### src/rtl/pipe_pkg.sv
// Shared pipeline widths and encodings.
// Imported by stage buffers for their parameter defaults.
package pipe_pkg;

    localparam int PC_W      = 32;
    localparam int INST_W    = 32;
    localparam int PAYLOAD_W = PC_W + INST_W;

    localparam logic [INST_W-1:0] NOP_INST = 32'h0000_0013;

    localparam logic [PAYLOAD_W-1:0] NOP_PAYLOAD = '0;

endpackage

### src/rtl/pipe_stage_buf.sv
// Elastic buffer between pipeline stages.
// Circular FIFO with flush, stage-done gating and an empty-slot payload.
module pipe_stage_buf
    import pipe_pkg::*;
#(
    parameter int                DATA_W    = PAYLOAD_W,
    parameter int                DEPTH     = 2,
    parameter logic [DATA_W-1:0] FLUSH_NOP = NOP_PAYLOAD
) (
    input  logic                       clk,
    input  logic                       rst,
    input  logic                       in_valid,
    output logic                       in_ready,
    input  logic [DATA_W-1:0]          in_data,
    input  logic                       ready_go,
    output logic                       out_valid,
    input  logic                       out_ready,
    output logic [DATA_W-1:0]          out_data,
    input  logic                       flush,
    output logic [$clog2(DEPTH+1)-1:0] count,
    output logic                       empty,
    output logic                       full
);

    localparam int PTR_W = $clog2(DEPTH);
    localparam int CNT_W = $clog2(DEPTH + 1);

    localparam logic [CNT_W-1:0] FULL_CNT = CNT_W'(DEPTH);
    localparam logic [CNT_W-1:0] ONE_CNT  = CNT_W'(1);
    localparam logic [PTR_W-1:0] ONE_PTR  = PTR_W'(1);

    logic [DATA_W-1:0] mem [DEPTH];
    logic [PTR_W-1:0]  wr_ptr;
    logic [PTR_W-1:0]  rd_ptr;
    logic              push;
    logic              pop;

    // Occupancy flags, masked so reset looks like an empty buffer.
    always_comb begin
        empty     = !rst || (count == '0);
        full      = rst && (count == FULL_CNT);
        in_ready  = !full && rst;
        out_valid = !empty && ready_go;
        push      = in_valid && in_ready && !flush;
        pop       = out_valid && out_ready;
        out_data  = empty ? FLUSH_NOP : mem[rd_ptr];
    end

    // Pointer and occupancy bookkeeping; reset beats flush beats traffic.
    always_ff @(posedge clk) begin
        if (!rst) begin
            wr_ptr <= '0;
            rd_ptr <= '0;
            count  <= '0;
        end else if (flush) begin
            wr_ptr <= '0;
            rd_ptr <= '0;
            count  <= '0;
        end else begin
            if (push) wr_ptr <= wr_ptr + ONE_PTR;
            if (pop)  rd_ptr <= rd_ptr + ONE_PTR;
            unique case ({push, pop})
                2'b10:   count <= count + ONE_CNT;
                2'b01:   count <= count - ONE_CNT;
                default: count <= count;
            endcase
        end
    end

    // Payload storage holds no reset; only accepted pushes write it.
    always_ff @(posedge clk) begin
        if (push) mem[wr_ptr] <= in_data;
    end

endmodule
### config.mk
export PLATFORM = sky130hd
export DESIGN_NAME = pipe_stage_buf
export DESIGN_NICKNAME = d
export VERILOG_FILES = /design/src/rtl/pipe_pkg.sv /design/src/rtl/pipe_stage_buf.sv
export SDC_FILE = /design/constraint.sdc
export NUM_CORES = 1
export LEC_CHECK = 0
export ABC_CLOCK_PERIOD_IN_PS = 4650
export BUFFER_PORTS_ARGS = -buffer_cell sky130_fd_sc_hd__buf_2
export CAP_MARGIN = 20
export CORE_AREA = 2 2 143 75
export DETAILED_ROUTE_END_ITERATION = 16
export DIE_AREA = 0 0 145 77
export GPL_TIMING_DRIVEN = 0
export PLACE_DENSITY = 0.79
export SYNTH_ARGS = -nofsm -noshare
export SYNTH_HDL_FRONTEND = slang
export SYNTH_SLANG_ARGS = --single-unit
### constraint.sdc
create_clock -name clk -period 4.65 [get_ports clk]
set_clock_uncertainty 0.2 [all_clocks]
set_input_delay 0.6975 -clock clk [delete_from_list [all_inputs] [get_ports clk]]
set_output_delay 0.6975 -clock clk [all_outputs]
set_load 0.1 [all_outputs]
==> reports/qor.yml <==
die_w_um: 145
synth_compound_area_share_pct: 0.692
mostFrequentLayoutCells: "145 x buf_2, 128 x edfxtp_1, 70 x nor2_1"
power.share.clock_pct: 49.8
report.final.hold_viol_count: 0
status: "completed"
design_area_um2: 6690
p_leak_nw: 2.53
dpl.hpwl_mm: 6.77
internal-power_mw: 2.36
antenna_found_initial: 1
arrival_ns: 2.09
routed_via_density: 4.86
antenna_left: 0
regArea_um2: 3940
final_common_cell: "buf_2"
synth_mux_area_share_pct: 12.7
rsz0062_at_grt: "no"
synth_fa_ha_area_share_pct: 0.247
grt_pass1_wl_mm: 15.4
cp-start-kind: "register"
p_sw_uw: 567
cp-end-kind: "primary output"
p_seq_share_pct: 45.9
synth_cell_type_count: 22
cp_slowest_cell: "dfxtp_1"
dieArea_um2: 11200
vdd_ir_drop_max_mv: 0.304
nets: 536
power_density_nw_per_um2: 437
grt_overflow: 0
max_clock_freq_ghz: 0.335
synth_top_family_by_area: "multiplexers"
wl_mm: 9.96
power_frac_comb_pct: 4.2
grt_max_degree: 32
finalPower_mw: 2.92
io-pin-count: 140
cpMostUsedCell: "buf_2"
drtIter0Drc: 213
vias: 3001
period_share_pct: 64.2
wl_per_cell_um: 16.1
critPathRequiredTime_ns: 3.75
portBuffers: 139
crit_chain: "o21ai_1, buf_2, buf_2, nor2_1, buf_2"
clk_latency_ns: 0.40
post_cts.repair.setup_buffers: 0
ctsHoldBuffers: 0
grt_usage_pct: 18.6
synthCells: 303
cts-root-buf: "clkbuf_16"
synth-seq-area-share_pct: 77.9
coreArea_um2: 9920
num_rows: 26
syn_area_per_cell_um2: 16.7
synthXorXnorAreaFrac_pct: 0.519
syn_area_um2: 5060
num_antenna_cells: 0
cts.path.max_buffers: 2
critPathMaxStageDelay_ns: 0.45
cp_num_buf_inv: 3
worst-setup-path-type: "register to primary output"
yosys.area_share.simple_pct: 6.18
pre_cts_slack_ns: 1.73
multi_input_area_um2: 1040
drt_pass1_iterations: 5
worst_slack_ns: 1.66
clock-sinks: 133
crit_fanout: 10
synthToLayoutAreaGrowth_pct: 32.1
drc_errors: 0
syn_nets: 374
grt_pass1_vias: 3023
setup_viol: 0
cts_tree: "yes"
final_layout_size_suffix_gt1_share_pct: 39.1
gp_congestion: 0.803
fin_util_pct: 67.4
tightest_slew_ns: 0.523
clkTransAtPathRegs_ns: 0.06
hold_path.class: "primary input to register"
slew_headroom_pct: 65.1
cts-htree-levels: 4
ctsResizeCount: 0
p_sw_share_pct: 19.4
fill_cells: 713
start_util_pct: 51.0
layout_min_cycle_time_ns: 2.99
slew_viol_final: 0
maxCapViolations: 0
cts_made_buffers: 17
dpl_cell_area_um2: 6030
holdWs_ns: 0.279
die_y_um: 77
critPathTopFamily: "buffers and inverters"
ys_ff_latch: 133
ys_warn_count: 0
==> state kept, by name, summed over array words and instances (netlist names), named ones only <==
name	cells
mem	128
rd_ptr	1
count	2
wr_ptr	1
==> cells by family (layout without fill, tap and decap cells) <==
family / Yosys count / count (layout)
adder cells (fa/ha/maj): 1 / 1
buffers and inverters: 17 / 192
AO/OA/AOI/OAI: 6 / 6
multiplexers: 64 / 64
AND/OR/NAND/NOR: 79 / 79
XOR/XNOR: 3 / 3
flip-flops: 133 / 133
==> worst reg2reg max path, delay by kind of cell, from the launching register on <==
kind,cells,cell delay (ns)
flops,1,0.37
buf+inv,1,0.42
fa+ha+maj,1,0.33
simple gates,2,0.47
compound gates,2,0.42
==> synth_stat cells <==
library cell / number / area [um^2]
a21o_1: 1 / 7.51
a21oi_1: 2 / 10.0
and2_1: 1 / 6.26
buf_2: 6 / 30.0
buf_4: 5 / 37.5
clkbuf_1: 3 / 11.3
dfxtp_1: 5 / 100
edfxtp_1: 128 / 3840
ha_1: 1 / 12.5
inv_1: 3 / 11.3
mux2i_1: 64 / 641
nand2_1: 1 / 3.75
nand2b_1: 2 / 12.5
nand3_1: 1 / 5.00
nand4b_1: 1 / 8.76
nor2_1: 72 / 270
o211ai_1: 1 / 7.51
o21ai_0: 1 / 5.00
o21ai_1: 1 / 5.00
or3_1: 1 / 6.26
xnor2_1: 1 / 8.76
xor2_1: 2 / 17.5
==> path summary, 6_finish.rpt <==
| kind | from | endpoint | slack (ns) | depth (start not counted) |
|---|---|---|---|---|
| setup reg to reg | count[0] | count[1] | 2.37 | 6 |
| hold reg to reg | rd_ptr | register | 0.32 | 2 |
| setup / recovery | count[0] | out_data[50] | 1.66 | 5 |
| hold / removal | in_data[57] | mem[0][57] | 0.28 | 1 |
==> stage by stage <==
stage / setup TNS, ns / instances
floorplan: -25.22 / 303
detailed placement: 0 / 586
finish: 0 / 618
CTS: 0 / 618
global placement: -149.63 / 582
global route: 0 / 618
==> cell type report <==
| type | instances | area share (%) |
|---|---|---|
| Buffer | 14 | 1.18 |
| Clock buffer | 20 | 6.83 |
| Clock inverter | 12 | 3.03 |
| Inverter | 3 | 0.168 |
| Multi-Input combinational cell | 153 | 15.6 |
| Sequential cell | 133 | 59.0 |
| Tap cell | 140 | 2.62 |
| Timing Repair Buffer | 143 | 11.6 |
==> metal layers <==
layer | vias to the layer above | wire, um | track usage, % | part of all wire (%)
li1 | 1452 | - | - | -
met1 | 1419 | 4640 | 24.9 | 47
met2 | 117 | 4570 | 28.7 | 46
met3 | 11 | 663 | 5.95 | 6.7
met4 | 2 | 77 | 7.52 | 0.77
met5 | - | 11 | 0 | 0.11
==> power by group through the flow <==
stage / registers, mW / logic, mW / clock network [mW]
after detailed placement: 1.37 / 0.124 / 0
after floorplan: 1.37 / 0.0666 / 0
final: 1.34 / 0.124 / 1.46
after CTS: 1.34 / 0.125 / 1.48
after global placement: 1.37 / 0.114 / 0
after global routing: 1.34 / 0.133 / 1.53
Power figures use the tool's default switching activity.
